==> src/rtl/logic_reduce_pkg.sv <==
// rtl/logic_reduce_pkg.sv - op encodings, FSM states and op helpers for logic_reduce_pipe
package logic_reduce_pkg;

    // in_op encoding; 6 and 7 are reserved
    typedef enum logic [2:0] {
        OP_AND  = 3'd0,
        OP_OR   = 3'd1,
        OP_XOR  = 3'd2,
        OP_NAND = 3'd3,
        OP_NOR  = 3'd4,
        OP_XNOR = 3'd5
    } op_e;

    // Base (non-inverting) operators used by the reduction tree and the fold
    localparam logic [1:0] BASE_AND = 2'd0;
    localparam logic [1:0] BASE_OR  = 2'd1;
    localparam logic [1:0] BASE_XOR = 2'd2;

    typedef enum logic {
        ST_IDLE  = 1'b0,
        ST_ACCUM = 1'b1
    } state_e;

    function automatic logic is_reserved(input logic [2:0] op);
        return (op > 3'(OP_XNOR));
    endfunction

    function automatic logic is_inverted(input logic [2:0] op);
        return (op == 3'(OP_NAND)) || (op == 3'(OP_NOR)) || (op == 3'(OP_XNOR));
    endfunction

    // Reserved ops map to AND; their result is forced to zero at the output anyway
    function automatic logic [1:0] base_op(input logic [2:0] op);
        case (op)
            3'(OP_OR), 3'(OP_NOR):   return BASE_OR;
            3'(OP_XOR), 3'(OP_XNOR): return BASE_XOR;
            default:                 return BASE_AND;
        endcase
    endfunction

endpackage

==> src/rtl/logic_reduce_comb.sv <==
// rtl/logic_reduce_comb.sv - combinational bitwise reduction of NUM_IN words with a base op
//
// Ports:
//   in_data  [NUM_IN*WIDTH-1:0] : word k at bits [k*WIDTH +: WIDTH]
//   in_base  [1:0]              : BASE_AND / BASE_OR / BASE_XOR
//   out_data [WIDTH-1:0]        : reduction of all words
module logic_reduce_comb
    import logic_reduce_pkg::*;
#(
    parameter int WIDTH  = 8,
    parameter int NUM_IN = 4
) (
    input  logic [NUM_IN*WIDTH-1:0] in_data,
    input  logic [1:0]              in_base,
    output logic [WIDTH-1:0]        out_data
);

    always_comb begin
        out_data = in_data[0 +: WIDTH];
        for (int k = 1; k < NUM_IN; k++) begin
            case (in_base)
                BASE_OR:  out_data = out_data | in_data[k*WIDTH +: WIDTH];
                BASE_XOR: out_data = out_data ^ in_data[k*WIDTH +: WIDTH];
                default:  out_data = out_data & in_data[k*WIDTH +: WIDTH];
            endcase
        end
    end

endmodule

==> src/rtl/logic_reduce_pipe.sv <==
// rtl/logic_reduce_pipe.sv - registered multi-word bitwise reducer with packet fold and valid/ready output
//
// Ports:
//   clk, rst_n                  : clock, synchronous active-low reset
//   in_valid/in_ready           : input beat handshake
//   in_data [NUM_IN*WIDTH-1:0]  : input words, word k at [k*WIDTH +: WIDTH]
//   in_op [2:0]                 : op, sampled on the first beat of a packet
//   in_last                     : final beat of packet
//   out_valid/out_ready         : result handshake
//   out_data [WIDTH-1:0]        : packet result
//   out_beats [CNT_W-1:0]       : beats folded into the result, saturating
//   out_err                     : packet used a reserved op
module logic_reduce_pipe
    import logic_reduce_pkg::*;
#(
    parameter int WIDTH  = 8,
    parameter int NUM_IN = 4,
    parameter int CNT_W  = 8
) (
    input  logic                    clk,
    input  logic                    rst_n,
    input  logic                    in_valid,
    output logic                    in_ready,
    input  logic [NUM_IN*WIDTH-1:0] in_data,
    input  logic [2:0]              in_op,
    input  logic                    in_last,
    output logic                    out_valid,
    input  logic                    out_ready,
    output logic [WIDTH-1:0]        out_data,
    output logic [CNT_W-1:0]        out_beats,
    output logic                    out_err
);

    state_e             state_q, state_d;
    logic [WIDTH-1:0]   acc_q;
    logic [2:0]         op_q;
    logic [CNT_W-1:0]   cnt_q;

    logic               accept;
    logic               acc_load;
    logic               out_load;
    logic [2:0]         op_eff;
    logic [WIDTH-1:0]   beat_r;
    logic [WIDTH-1:0]   fold_r;
    logic [WIDTH-1:0]   final_r;
    logic [WIDTH-1:0]   result;
    logic [CNT_W-1:0]   cnt_inc;
    logic [CNT_W-1:0]   final_cnt;

    // A held result that is being popped this cycle frees the output register
    assign in_ready = rst_n && (!out_valid || out_ready);
    assign accept   = in_valid && in_ready;

    // The first beat of a packet uses the live op; later beats use the latched one
    assign op_eff = (state_q == ST_IDLE) ? in_op : op_q;

    logic_reduce_comb #(.WIDTH(WIDTH), .NUM_IN(NUM_IN)) u_beat (
        .in_data  (in_data),
        .in_base  (base_op(op_eff)),
        .out_data (beat_r)
    );

    // Two-word instance folds the current beat into the running accumulator
    logic_reduce_comb #(.WIDTH(WIDTH), .NUM_IN(2)) u_fold (
        .in_data  ({beat_r, acc_q}),
        .in_base  (base_op(op_q)),
        .out_data (fold_r)
    );

    assign cnt_inc   = (&cnt_q) ? cnt_q : cnt_q + CNT_W'(1);
    assign final_r   = (state_q == ST_IDLE) ? beat_r : fold_r;
    assign final_cnt = (state_q == ST_IDLE) ? CNT_W'(1) : cnt_inc;

    // Inversion happens only here, so a multi-beat NAND is ~(AND of everything)
    always_comb begin
        if (is_reserved(op_eff)) begin
            result = '0;
        end else if (is_inverted(op_eff)) begin
            result = ~final_r;
        end else begin
            result = final_r;
        end
    end

    always_comb begin
        state_d  = state_q;
        acc_load = 1'b0;
        out_load = 1'b0;
        case (state_q)
            ST_IDLE: begin
                if (accept) begin
                    if (in_last) begin
                        out_load = 1'b1;
                    end else begin
                        acc_load = 1'b1;
                        state_d  = ST_ACCUM;
                    end
                end
            end
            ST_ACCUM: begin
                if (accept) begin
                    acc_load = 1'b1;
                    if (in_last) begin
                        out_load = 1'b1;
                        state_d  = ST_IDLE;
                    end
                end
            end
            default: state_d = ST_IDLE;
        endcase
    end

    always_ff @(posedge clk) begin
        if (!rst_n) begin
            state_q   <= ST_IDLE;
            acc_q     <= '0;
            op_q      <= '0;
            cnt_q     <= '0;
            out_valid <= 1'b0;
            out_data  <= '0;
            out_beats <= '0;
            out_err   <= 1'b0;
        end else begin
            state_q <= state_d;
            if (accept && state_q == ST_IDLE) begin
                op_q <= in_op;
            end
            if (acc_load) begin
                acc_q <= final_r;
                cnt_q <= final_cnt;
            end
            // A push wins over a pop in the same cycle: the new result replaces the old one
            if (out_load) begin
                out_valid <= 1'b1;
                out_data  <= result;
                out_beats <= final_cnt;
                out_err   <= is_reserved(op_eff);
            end else if (out_ready) begin
                out_valid <= 1'b0;
            end
        end
    end

endmodule

==> config.mk <==
export PLATFORM = sky130hd
export DESIGN_NAME = logic_reduce_pipe
export DESIGN_NICKNAME = d
export VERILOG_FILES = /design/src/rtl/logic_reduce_pkg.sv /design/src/rtl/logic_reduce_comb.sv /design/src/rtl/logic_reduce_pipe.sv
export SDC_FILE = /design/constraint.sdc
export NUM_CORES = 1
export LEC_CHECK = 0
export ABC_CLOCK_PERIOD_IN_PS = 5950
export CORE_ASPECT_RATIO = 1.4
export CORE_MARGIN = 2
export CORE_UTILIZATION = 55
export CTS_CLUSTER_SIZE = 12
export DETAILED_ROUTE_END_ITERATION = 6
export PLACE_DENSITY_LB_ADDON = 0.15
export SYNTH_ARGS = -nofsm -noshare
export SYNTH_HDL_FRONTEND = slang
export SYNTH_SLANG_ARGS = --single-unit
==> constraint.sdc <==
create_clock -name clk -period 5.95 [get_ports clk]
set_input_delay 0.8925 -clock clk [delete_from_list [all_inputs] [get_ports clk]]
set_output_delay 0.8925 -clock clk [all_outputs]
set_load 0.01 [all_outputs]
==> Word level (Yosys, flattened, before mapping) <==
Cells that the tools add are included.
{ "totals": {"word_cells": 72, "register_bits": 38, "output_inout_bits": 19, "in_bits": 40, "latch_bits": 0, "rom_bits": 0, "mem_bits_rw": 0, "memories": 0} }
{ "classes": {"n_reduce_logical": 13, "muxes": 22, "eq_ne": 13, "addsub": 1, "n_bitwise": 14, "div": 0, "order_cmp": 1, "n_shift": 0, "n_mul": 0} }
{ "ops": {"columns": ["cell", "count"], "rows": [
  ["case mux 8 bit (2 select lines)", 4],
  ["two-way mux 8 bit", 5],
  ["AND 8 bit", 4],
  ["OR 8 bit", 4],
  ["XOR 8 bit", 4],
  ["equality test 3 bit (second input constant)", 4],
  ["equality test 3 x 2 -> 1 bit (second input constant)", 3],
  ["adder 8 x 1 -> 8 bit (second input constant)", 1],
  ["two-way mux 1 bit", 8],
  ["NOT 8 bit", 1],
  ["case mux 2 bit (2 select lines)", 2],
  ["AND reduction 8 bit", 1],
  ["OR reduction 2 bit", 4],
  ["equality test 3 x 1 -> 1 bit (second input constant)", 2],
  ["equality test 2 x 1 -> 1 bit (second input constant)", 2],
  ["equality test 2 bit (second input constant)", 2],
  ["case mux 1 bit (2 select lines)", 2],
  ["greater-than comparator 3 bit (second input constant)", 1],
  ["logical AND 1 bit", 3],
  ["logical OR 1 bit", 3],
  ["two-way mux 3 bit", 1],
  ["nonzero test 2 bit", 1],
  ["zero test 1 bit", 1],
  ["NOT 1 bit", 1]
]} }

==> Longest topological paths before layout <==
Gate-level depths: netlist of run 1.
{ "depth": {"depth_word": 16, "ltp_mapped": 26} }

==> Cells and area by module <==
A second synthesis of run 1 with hierarchy kept.
{ "hier_totals": {"hier_cells": 499, "hier_area_um2": 3967.6} }
{ "modules_own_cells": {"columns": ["module", "instances", "seq_area_each_um2", "cells_each", "area_per_inst_um2"], "rows": [
  ["logic_reduce_pipe", 1, 760.7, 222, 1965.6],
  ["logic_reduce_comb at u_beat", 1, 0.0, 207, 1520.2],
  ["logic_reduce_comb at u_fold", 1, 0.0, 70, 481.7]
]} }

==> Least setup slack after synthesis of run 1 <==
OpenSTA, ideal clock, no wires.
{ "synth_path": {"path_type": "input-to-reg", "start": "in in_op[0]", "end": "reg out_data[7]", "required_ns": 5.828, "setup_time_ns": 0.122, "path_stages": 21, "arrival_ns": 4.711, "path_slack_ns": 1.117, "cell_sequence": "xnor2_1 or3_2 a21boi_0 ha_1 buf_6 clkbuf_1 nand2_1 o21ai_0 inv_1 ha_1 a22oi_1 o21ai_0 inv_1 ha_1 and2_1 o31ai_1 ha_1 a221oi_1 o22a_2 xnor2_1 o21ai_1"} }
{ "synth_via": {"elab_chain_cells": 16, "word_cells_on_any_way": 31, "classes_between": "1 x order compare; 7 x eq/ne; 9 x mux; 10 x bitwise; 4 x reduce/logical"} }
{ "synth_lines": {"columns": ["item", "line", "rtl"], "rows": [
  ["start, declared", "logic_reduce_pipe.sv:25", "input logic [2:0] in_op,"],
  ["two-way mux 3 bit (*)", "logic_reduce_pipe.sv:55", "assign op_eff = (state_q == ST_IDLE) ? in_op : op_q;"],
  ["equality test 3 bit (tied with other cells)", "logic_reduce_pkg.sv:29, logic_reduce_pkg.sv:34", null],
  ["OR reduction 2 bit", "logic_reduce_pkg.sv:34", "case (op)"],
  ["case mux 2 bit (2 select lines)", "logic_reduce_pkg.sv:34", null],
  ["equality test 2 bit or equality test 2 x 1 -> 1 bit (tied branches)", "logic_reduce_comb.sv:21", "case (in_base)"],
  ["case mux 8 bit (2 select lines)", "logic_reduce_comb.sv:21", null],
  ["AND 8 bit (tied with other cells)", "logic_reduce_comb.sv:24", "default: out_data = out_data & in_data[k*WIDTH +: WIDTH];"],
  ["case mux 8 bit (2 select lines)", "logic_reduce_comb.sv:21", null],
  ["AND 8 bit (tied with other cells)", "logic_reduce_comb.sv:24", null],
  ["case mux 8 bit (2 select lines)", "logic_reduce_comb.sv:21", null],
  ["AND 8 bit (tied with other cells)", "logic_reduce_comb.sv:24", null],
  ["case mux 8 bit (2 select lines)", "logic_reduce_comb.sv:21", null],
  ["two-way mux 8 bit", "logic_reduce_pipe.sv:71", "assign final_r = (state_q == ST_IDLE) ? beat_r : fold_r;"],
  ["NOT 8 bit", "logic_reduce_pipe.sv:79", "result = ~final_r;"],
  ["two-way mux 8 bit", "logic_reduce_pipe.sv:78", "end else if (is_inverted(op_eff)) begin"],
  ["two-way mux 8 bit (*)", "logic_reduce_pipe.sv:76", "if (is_reserved(op_eff)) begin"],
  ["end signal, assigned", "logic_reduce_pipe.sv:135", "out_data <= result;"],
  ["end, declared", "logic_reduce_pipe.sv:29", "output logic [WIDTH-1:0] out_data,"]
]} }
Every way passes the cells marked *; elsewhere a longest branch is shown, timed or not.
A chain may end at the register's enable or synchronous reset.

==> Worst setup path in the final report of run 1 <==
{ "layout_path": {"start": "in in_op[2]", "end": "reg out_data[1]"} }
The elaborated chain is that of the path after synthesis.

==> results of run 1 <==
-- power groups by stage --
stage	combinational, uW	clock (uW)	sequential (uW)
6_report	304	169	274
3_3_place_gp	292	0	279
3_5_place_dp	306	0	280
2_1_floorplan	213	0	280
5_1_grt	349	181	275
4_1_cts	307	173	274
-- how the worst min path moves through the flow --
stage,start,endpoint,slack [ns],cells after the start
6_report,out_beats[3]$_SDFFE_PN0P_,out_beats[3]$_SDFFE_PN0P_,0.45,2
5_1_grt,out_data[6]$_SDFFE_PN0P_,out_data[6]$_SDFFE_PN0P_,0.48,2
4_1_cts,out_beats[3]$_SDFFE_PN0P_,out_beats[3]$_SDFFE_PN0P_,0.45,2
3_5_place_dp,out_beats[5]$_SDFFE_PN0P_,out_beats[5]$_SDFFE_PN0P_,0.44,2
3_3_place_gp,out_beats[3]$_SDFFE_PN0P_,out_beats[3]$_SDFFE_PN0P_,0.44,2
2_1_floorplan,cnt_q[4]$_SDFFE_PN0P_,cnt_q[4]$_SDFFE_PN0P_,0.46,2
-- cells in the mapped netlist, types with 4 or more instances --
cell type,instances
nand3_1,8
o31ai_4,4
and3_1,4
buf_6,4
o21ai_1,9
o22ai_1,5
nor3_1,5
nor2b_1,5
inv_1,97
a221oi_1,8
and2_1,8
clkbuf_1,5
xor2_1,4
o21ai_0,35
nor2_1,17
ha_1,69
a22oi_1,17
dfxtp_1,38
nand2_1,49
a211oi_1,8
a21oi_1,10
nand2b_1,12
xnor2_1,8
buf_2,10
-- worst min-delay path, stage by stage, from the launching register on --
cell and delay [ns]:
dfxtp_1 0.31, nand2_1 0.05, o21ai_1 0.05
-- final cells by class --
| cell class | instances | area share |
|---|---|---|
| multi-input combinational | 325 | 0.560 |
| sequential | 38 | 0.173 |
| timing repair buffer | 66 | 0.145 |
| inverter | 98 | 0.0835 |
| tap | 74 | 0.0210 |
| clock buffer | 7 | 0.0173 |
-- kinds of logic (layout without fill, tap and decap cells) --
| family | after synthesis | count (layout) | synth area share |
|---|---|---|---|
| compound gates | 123 | 123 | 0.237 |
| buf+inv | 122 | 171 | 0.137 |
| simple gates | 118 | 118 | 0.155 |
| fa+ha+maj | 69 | 69 | 0.231 |
| flops | 38 | 38 | 0.203 |
| xor+xnor | 12 | 12 | 0.0281 |
| mux | 3 | 3 | 0.00836 |
-- routing by layer --
metal | track usage | part of all wire | routed length [um] | vias to the layer above
li1 | - | - | - | 1704
met1 | 0.228 | 0.41 | 3070 | 1554
met2 | 0.395 | 0.54 | 4030 | 76
met3 | 0.0209 | 0.026 | 195 | 18
met4 | 0.103 | 0.025 | 191 | 0
met5 | 0 | 0 | 0 | -
-- registers in the layout (all words and copies together) (netlist names), named ones only --
signal / flops
acc_q: 8
cnt_q: 8
out_beats: 8
out_data: 8
op_q: 3
out_err: 1
out_valid: 1
-- placed cells by master (no fill, tap or decap), types with 3 or more instances in the layout --
cell type / instances
o22a_2: 3
clkdlybuf4s50_1: 58
ha_1: 69
nor2_1: 17
and2_1: 8
nor2b_1: 5
a21boi_0: 3
nor3_1: 5
a22o_1: 3
a221oi_1: 8
a22oi_1: 17
a211oi_1: 8
clkbuf_8: 5
o21ai_1: 9
xnor2_1: 8
xor2_1: 4
nand3_1: 8
o31ai_1: 3
o21ai_0: 35
buf_4: 8
nand2b_1: 12
and3_1: 4
o22ai_1: 5
nand2_1: 49
dfxtp_1: 38
inv_1: 97
a21oi_1: 10
and2b_1: 3
o31ai_4: 4
-- metrics by stage --
stage,std cells,power (uW),area (um^2),setup slack (ns)
5_1_grt,608,805,4410,0.0423
2_1_floorplan,485,494,3740,1.12
3_5_place_dp,601,586,4330,0.164
4_1_cts,608,755,4410,0.461
3_3_place_gp,601,572,4330,0.337
6_report,608,747,4410,0.478
==> metrics.txt, run 1 <==
clk slew on worst S/H paths 0.07 ns; Top Family by Delay on Critical Path compound AO/OA/AOI/OAI gates; grt ovf 0; Critical Path Start Type input pin; final period utilization 0.920; Starting Density 0.570; number of flops mapped to enable cells by yosys 0; CP bufs+invs 4; storage element area 761 um^2; Post-Syn Area 0.00374 mm^2; Critical Path RT 6.17 ns; Worst Setup End Kind flip-flop; vias in the first global route 3126; register area share after synthesis 0.203; initial antenna violation count 0; Critical R2R Launch op_q[2]$_SDFFE_PN0P_; Yosys cell types 50; Hold Crit Class reg2reg; number of diodes 0; worst-margin pin slew 0.858 ns; site row count 35; Synth area leader ha_1; Comb pwr share 0.407; cts hold-fix bufs 0; GRT Util Overall 0.211; CP Class in2reg; Die H 102 um; DRT iter0 DRCs 108; number of nets still failing antenna checks after routing 0; switch share 0.350; CTS tree built; Vias/cell 5.51; total wire length 7490 um; IO buf count 58; Final Hold Fails 0; Synth area leaders ha_1 23%, dfxtp_1 20%, inv_1 9.7%; multi-input logic area 0.00247 mm^2; relative slew slack 0.426; PwrDens 169 mW/mm^2; CP Cell Sequence clkdlybuf4s50_1 -> nor2b_4 -> a22oi_1 -> o21ai_0 -> ha_1 -> buf_4 -> a22oi_1 -> o21ai_0 -> inv_1 -> ha_1 -> a22oi_1 -> o21ai_0 -> inv_1 -> ha_1 -> and2_1 -> o31ai_2 -> ha_1 -> a221oi_1 -> o22ai_1 -> xor2_1 -> o21ai_1; Die Area 0.00749 mm^2; Top FF cell, synth dfxtp_1; Nets 643; TritonCTS buffer count 5; Final Wtd Congestion 0.912; worst-path fanout max 14; worst setup path startpoint in_op[2]; critical path depth in cells 21; slowest CP cell clkdlybuf4s50_1; f_max 0.183 GHz; status complete, no violations; layout cells sized above 1 0.0562; Clk pwr share 0.226; fin util 0.671; core area 0.00657 mm^2; Post-synth ARST share 0; Synth Net Count 594; Int Power 486 uW; Fillers 593; largest net degree at the start of global routing 33; switching pwr 261 uW; worst stage delay on the critical path 0.59 ns; WL/cell 12.3 um; clock root buffer clkbuf_8; Gate Count Post-Synth 485; VDD IR max 0.0893 mV; sequential power share 0.367; Die W 73.7 um; Reg2Reg Depth 21; CTS HTree Levels 2; hpwl dp 5880 um; worst r2r dst out_data[1]$_SDFFE_PN0P_; setup_tns 0 ns; CP dominant cell by count ha_1; Seq cells post-synth 38; first-pass GRT wire length 12900 um; drt drc 0; Min Hold Slack 0.449 ns; Area growth, synth to finish 17.8%; CP Data Arrival Time 5.69 ns; pins over their slew limit 0; clock skew 0.00381 ns; CTS resizes 0; Sinks on Clock Net 38; flop2flop setup slack 1.24 ns; Final Critical Period 5.47 ns; leakage 0.00204 uW; unrepaired setup endpoints after global routing false; Avg Cell Area, Syn 7.71 um^2; Post-CTS Repair Setup Buffers 0; IO Count 59; CTS Buffer Depth 2; Detailed Routing Iterations Pass 1 4; max cap viols 0; Worst-Skew Late Latency 0.29 ns; final setup violation count 0; Synth top area share 0.231; Ys Warns 0; via count 3352; Worst Setup EP out_data[1]$_SDFFE_PN0P_
(Power assumes the default switching activity.)
==> run 2, diff against run 1 <==
--- a/config.mk
+++ b/config.mk
@@ -7,10 +7,11 @@
 export LEC_CHECK = 0
 export ABC_CLOCK_PERIOD_IN_PS = 5950
 export CORE_ASPECT_RATIO = 1.4
-export CORE_MARGIN = 2
+export CORE_MARGIN = 5
 export CORE_UTILIZATION = 55
 export CTS_CLUSTER_SIZE = 12
 export DETAILED_ROUTE_END_ITERATION = 6
+export MAX_ROUTING_LAYER = met4
 export PLACE_DENSITY_LB_ADDON = 0.15
 export SYNTH_ARGS = -nofsm -noshare
 export SYNTH_HDL_FRONTEND = slang
==> run 2 against run 1 <==
Flip-flop and latch count is the same. Cell count grew 2.8%. Via count shrank 1.6%. Clock power grew 30%. Fmax grew 3.0%. Critical path depth shrank 1. Die area grew 15%. Sequential power is essentially flat. First-iteration DRC count grew 34%. Total power grew 7.1%. Critical endpoint is now out_data[4]$_SDFFE_PN0P_.
==> metrics.txt, run 2 (same netlist as run 1, synthesis figures left out) <==
Comb pwr share 0.383; GRT Util Overall 0.191; worst-path fanout max 38; Die W 79.7 um; relative slew slack 0.402; most frequent cells in the layout 97 x inv_1, 69 x ha_1, 58 x clkdlybuf4s50_1, 49 x nand2_1, 38 x dfxtp_1; Fillers 596; CTS Buffer Depth 2; Critical Path RT 6.13 ns; Post-CTS Repair Setup Buffers 0; leakage 0.00206 uW; worst hold path startpoint out_beats[3]$_SDFFE_PN0P_; total wire length 7700 um; Worst Setup End Kind flip-flop; switching pwr 271 uW; CTS tree built; CP Class in2reg; final setup violation count 0; drt drc 0; Int Power 529 uW; IO buf count 58; Critical R2R Launch op_q[2]$_SDFFE_PN0P_; vias in the first global route 3147; site row count 35; initial antenna violation count 0; WL/cell 12.3 um; IO Count 59; hpwl dp 6060 um; Clk pwr share 0.275; setup_tns 0 ns; Worst-Skew Late Latency 0.29 ns; largest net degree at the start of global routing 39; Hold Crit Class reg2reg; PwrDens 179 mW/mm^2; clk slew on worst S/H paths 0.08 ns; Sinks on Clock Net 38; max cap viols 0; via count 3299; status complete, no violations; clock skew 0.00817 ns; most common cell after layout, fill and taps aside inv_1; f_max 0.188 GHz; layout cells sized above 1 0.0582; Nets 641; Critical Path Start Type input pin; grt ovf 0; Die H 108 um; unrepaired setup endpoints after global routing false; pins over their slew limit 0; Tot Pwr 800 uW; Starting Density 0.566; Die Area 0.00858 mm^2; switch share 0.338; clock root buffer clkbuf_8; TritonCTS buffer count 5; core area 0.00661 mm^2; CP Data Arrival Time 5.49 ns; Final Wtd Congestion 0.823; Vias/cell 5.28; Area growth, synth to finish 19.5%; CTS resizes 0; worst-margin pin slew 0.895 ns; CTS HTree Levels 2; final period utilization 0.893; number of nets still failing antenna checks after routing 0; sequential power share 0.342; first-pass GRT wire length 13100 um; DRT iter0 DRCs 145; Detailed Routing Iterations Pass 1 4; Final Hold Fails 0; VDD IR max 0.0964 mV; worst setup path startpoint in_op[2]; Final Critical Period 5.32 ns; cts hold-fix bufs 0; number of diodes 0
-- run 2: cell count changes in the layout (fill, tap and decap cells not counted), sizes merged --
cell,change
bufinv,+1
clkinv,+2
clkbuf,-2
buf,-2
-- run 2: power by group through the flow --
stage                     clock, uW  combinational [uW]  sequential (uW)
after floorplan                   0                 213              280
final                           220                 306              274
after CTS                       223                 310              273
after detailed placement          0                 308              279
after global routing            232                 349              275
after global placement            0                 294              279
-- run 2: layout make-up --
cell class	count	area (um^2)	area share
Multi-Input combinational cell	325	2470	0.552
Sequential cell	38	761	0.170
Timing Repair Buffer	64	651	0.145
Inverter	98	368	0.0823
Tap cell	92	115	0.0257
Clock buffer	5	68.8	0.0154
Clock inverter	3	40.0	0.00895
-- run 2: metrics by stage --
stage	hold slack, ns	instance area (um^2)	utilization	cells	setup slack (ns)
4_1_cts	0.450	4470	0.676	625	0.597
2_1_floorplan	0.458	3740	-	485	1.12
3_5_place_dp	0.439	4360	0.660	617	0.295
3_3_place_gp	0.435	4360	0.660	617	0.465
6_report	0.444	4470	0.676	625	0.635
5_1_grt	0.472	4470	0.676	625	0.266
-- run 2: critical path, cell delays in order --
cell and delay [ns]:
clkdlybuf4s50_1 0.52, xnor2_1 0.18, or3_2 0.41, a21boi_0 0.15, ha_1 0.38, buf_12 0.19, o21ai_0 0.25, inv_1 0.08
ha_1 0.28, a22oi_1 0.07, o21ai_0 0.21, inv_1 0.07, ha_1 0.26, and2_1 0.13, o31ai_1 0.38, ha_1 0.31
a221oi_1 0.30, o22a_2 0.23, xnor2_1 0.11, o21ai_1 0.07
-- run 2: worst paths after layout --
check	cells after the start	slack (ns)	endpoint
max	20	0.63	out_data[4]$_SDFFE_PN0P_
min	2	0.44	out_beats[3]$_SDFFE_PN0P_
max reg2reg	21	1.38	out_data[4]$_SDFFE_PN0P_
min reg2reg	2	0.44	out_beats[3]$_SDFFE_PN0P_
-- run 2: per-layer routing --
layer | GRT usage | vias to the layer above | share of wire
met4 | 0.103 | 0 | 0.037
met5 | - | - | 0
li1 | - | 1706 | -
met1 | 0.188 | 1495 | 0.40
met2 | 0.357 | 77 | 0.52
met3 | 0.0209 | 21 | 0.038
==> run 3, diff against run 2 <==
--- a/config.mk
+++ b/config.mk
@@ -11,8 +11,9 @@
 export CORE_UTILIZATION = 55
 export CTS_CLUSTER_SIZE = 12
 export DETAILED_ROUTE_END_ITERATION = 6
+export DONT_BUFFER_PORTS = 1
 export MAX_ROUTING_LAYER = met4
-export PLACE_DENSITY_LB_ADDON = 0.15
+export PLACE_DENSITY_LB_ADDON = 0.3
 export SYNTH_ARGS = -nofsm -noshare
 export SYNTH_HDL_FRONTEND = slang
 export SYNTH_SLANG_ARGS = --single-unit
==> run 3 against run 2 <==
Combinational power shrank 18%. Fmax grew 6.5%. Routed wire length shrank 5.5%. Non-clock buffer count shrank 60. Clock skew shrank 0.0029 ns. Setup slack gained 0.32 ns. Sequential power is essentially flat. Largest cell class unchanged. Largest power group is now registers. Highest routed layer unchanged.
==> metrics.txt, run 3 (same netlist as run 1, synthesis figures left out) <==
Final Wtd Congestion 0.824; worst stage delay on the critical path 0.51 ns; status complete, no violations; final period utilization 0.839; Top Family by Delay on Critical Path compound AO/OA/AOI/OAI gates; TritonCTS buffer count 5; CTS resizes 0; DRT iter0 DRCs 121; vias in the first global route 3018; Starting Density 0.566; Die W 79.7 um; Nets 581; site row count 35; Critical Path Start Type input pin; VDD IR max 0.103 mV; drt drc 0; hpwl dp 5780 um; layout cells sized above 1 0.0593; via count 3025; CP dominant cell by count ha_1; most common cell after layout, fill and taps aside inv_1; Worst-Skew Late Latency 0.29 ns; worst hold path startpoint out_beats[3]$_SDFFE_PN0P_; Detailed Routing Iterations Pass 1 6; Tot Pwr 699 uW; flop2flop setup slack 1.17 ns; max cap viols 0; worst-path fanout max 16; setup slack after layout 0.957 ns; CP Class in2reg; worst r2r dst out_data[7]$_SDFFE_PN0P_; worst-margin pin slew 0.876 ns; cts hold-fix bufs 0; grt ovf 0; Vias/cell 5.36; leakage 0.00182 uW; Critical Path RT 6.17 ns; largest net degree at the start of global routing 39; CTS tree built; total wire length 7280 um; Hold Crit Class reg2reg; Sinks on Clock Net 38; storage element area 761 um^2; Worst Setup End Kind flip-flop; first-pass GRT wire length 12900 um; IO buf count 0; Area growth, synth to finish 2.48%; GRT Util Overall 0.189; Critical R2R Launch op_q[2]$_SDFFE_PN0P_; PwrDens 182 mW/mm^2; IO Count 59; Post-CTS Repair Setup Buffers 0; setup_tns 0 ns; Die Area 0.00858 mm^2; slowest CP cell ha_1; Worst Hold Depth 2; Die H 108 um; most frequent cells in the layout 97 x inv_1, 69 x ha_1, 49 x nand2_1, 38 x dfxtp_1, 35 x o21ai_0; CTS HTree Levels 2; Final Hold Fails 0; clock skew 0.00523 ns; Reg2Reg Depth 20; WL/cell 12.9 um; f_max 0.200 GHz; number of diodes 0; CTS Buffer Depth 2; final setup violation count 0; initial antenna violation count 0; multi-input logic area 0.00247 mm^2; CP Cell Sequence xnor2_1 -> or3_2 -> a21boi_0 -> inv_1 -> ha_1 -> buf_4 -> a22oi_1 -> o21ai_0 -> inv_1 -> ha_1 -> a22oi_1 -> o21ai_0 -> inv_1 -> ha_1 -> and2_1 -> o31ai_4 -> ha_1 -> a221oi_1 -> o22ai_1 -> xor2_1 -> o21ai_1; number of nets still failing antenna checks after routing 0; Final Critical Period 4.99 ns; unrepaired setup endpoints after global routing false; pre-CTS setup slack 0.641 ns; clock root buffer clkbuf_8; CP bufs+invs 4; pins over their slew limit 0; CP Data Arrival Time 5.21 ns; hold path endpoint out_beats[3]$_SDFFE_PN0P_; Fillers 621; core area 0.00661 mm^2; clk slew on worst S/H paths 0.07 ns; relative slew slack 0.414
[run 3: changes by cell type in the layout (fill, tap and decap cells not counted), sizes merged]
cell,delta
clkdlybuf4s50,-58
buf,-2
bufinv,-1
[run 3: report_power, final]
group          total [uW]  internal (uW)  switching [uW]
Sequential            277            265            12.1
Combinational         252            105             147
Clock                 170           78.7            90.8
[run 3: per-layer routing]
layer | GRT usage | wire, um
met1 | 0.189 | 2910
met2 | 0.355 | 3840
met3 | 0.0377 | 419
met4 | 0.0663 | 110
met5 | - | 0
[run 3: worst max-delay path by stage]
stage          cells after the start     start                        to
3_5_place_dp                      21  in_op[0]  out_data[3]$_SDFFE_PN0P_
4_1_cts                           21  in_op[0]  out_data[3]$_SDFFE_PN0P_
3_3_place_gp                      21  in_op[0]  out_data[3]$_SDFFE_PN0P_
5_1_grt                           21  in_op[0]  out_data[3]$_SDFFE_PN0P_
6_report                          21  in_op[0]  out_data[3]$_SDFFE_PN0P_
2_1_floorplan                     21  in_op[0]  out_data[7]$_SDFFE_PN0P_
[run 3: worst register-to-register path: stages (launching register included)]
cell	delay, ns
dfxtp_1	0.44
nand2_1	0.08
o22ai_1	0.26
nand2_1	0.08
o21ai_0	0.12
ha_1	0.69
a22oi_1	0.18
o21ai_0	0.26
inv_1	0.07
ha_1	0.28
a22oi_1	0.08
o21ai_0	0.28
inv_1	0.07
ha_1	0.26
and2_1	0.15
o31ai_1	0.37
ha_1	0.31
a221oi_1	0.27
o22a_2	0.21
xnor2_1	0.11
o21ai_1	0.07
[run 3: cell type report]
cell class / count / share of cell area
clock buffer: 5 / 0.0180
timing repair buffer: 4 / 0.0111
inverter: 98 / 0.0960
clock inverter: 2 / 0.00261
multi-input combinational: 325 / 0.644
tap: 92 / 0.0300
sequential: 38 / 0.198
[run 3: through the flow]
stage / util / instance area [um^2] / hold WS (ns) / cells
finish: 0.580 / 3830 / 0.496 / 564
global route: 0.580 / 3830 / 0.525 / 564
CTS: 0.580 / 3830 / 0.494 / 564
detailed placement: 0.568 / 3750 / 0.484 / 557
global placement: 0.568 / 3750 / 0.471 / 557
floorplan: - / 3740 / 0.458 / 485
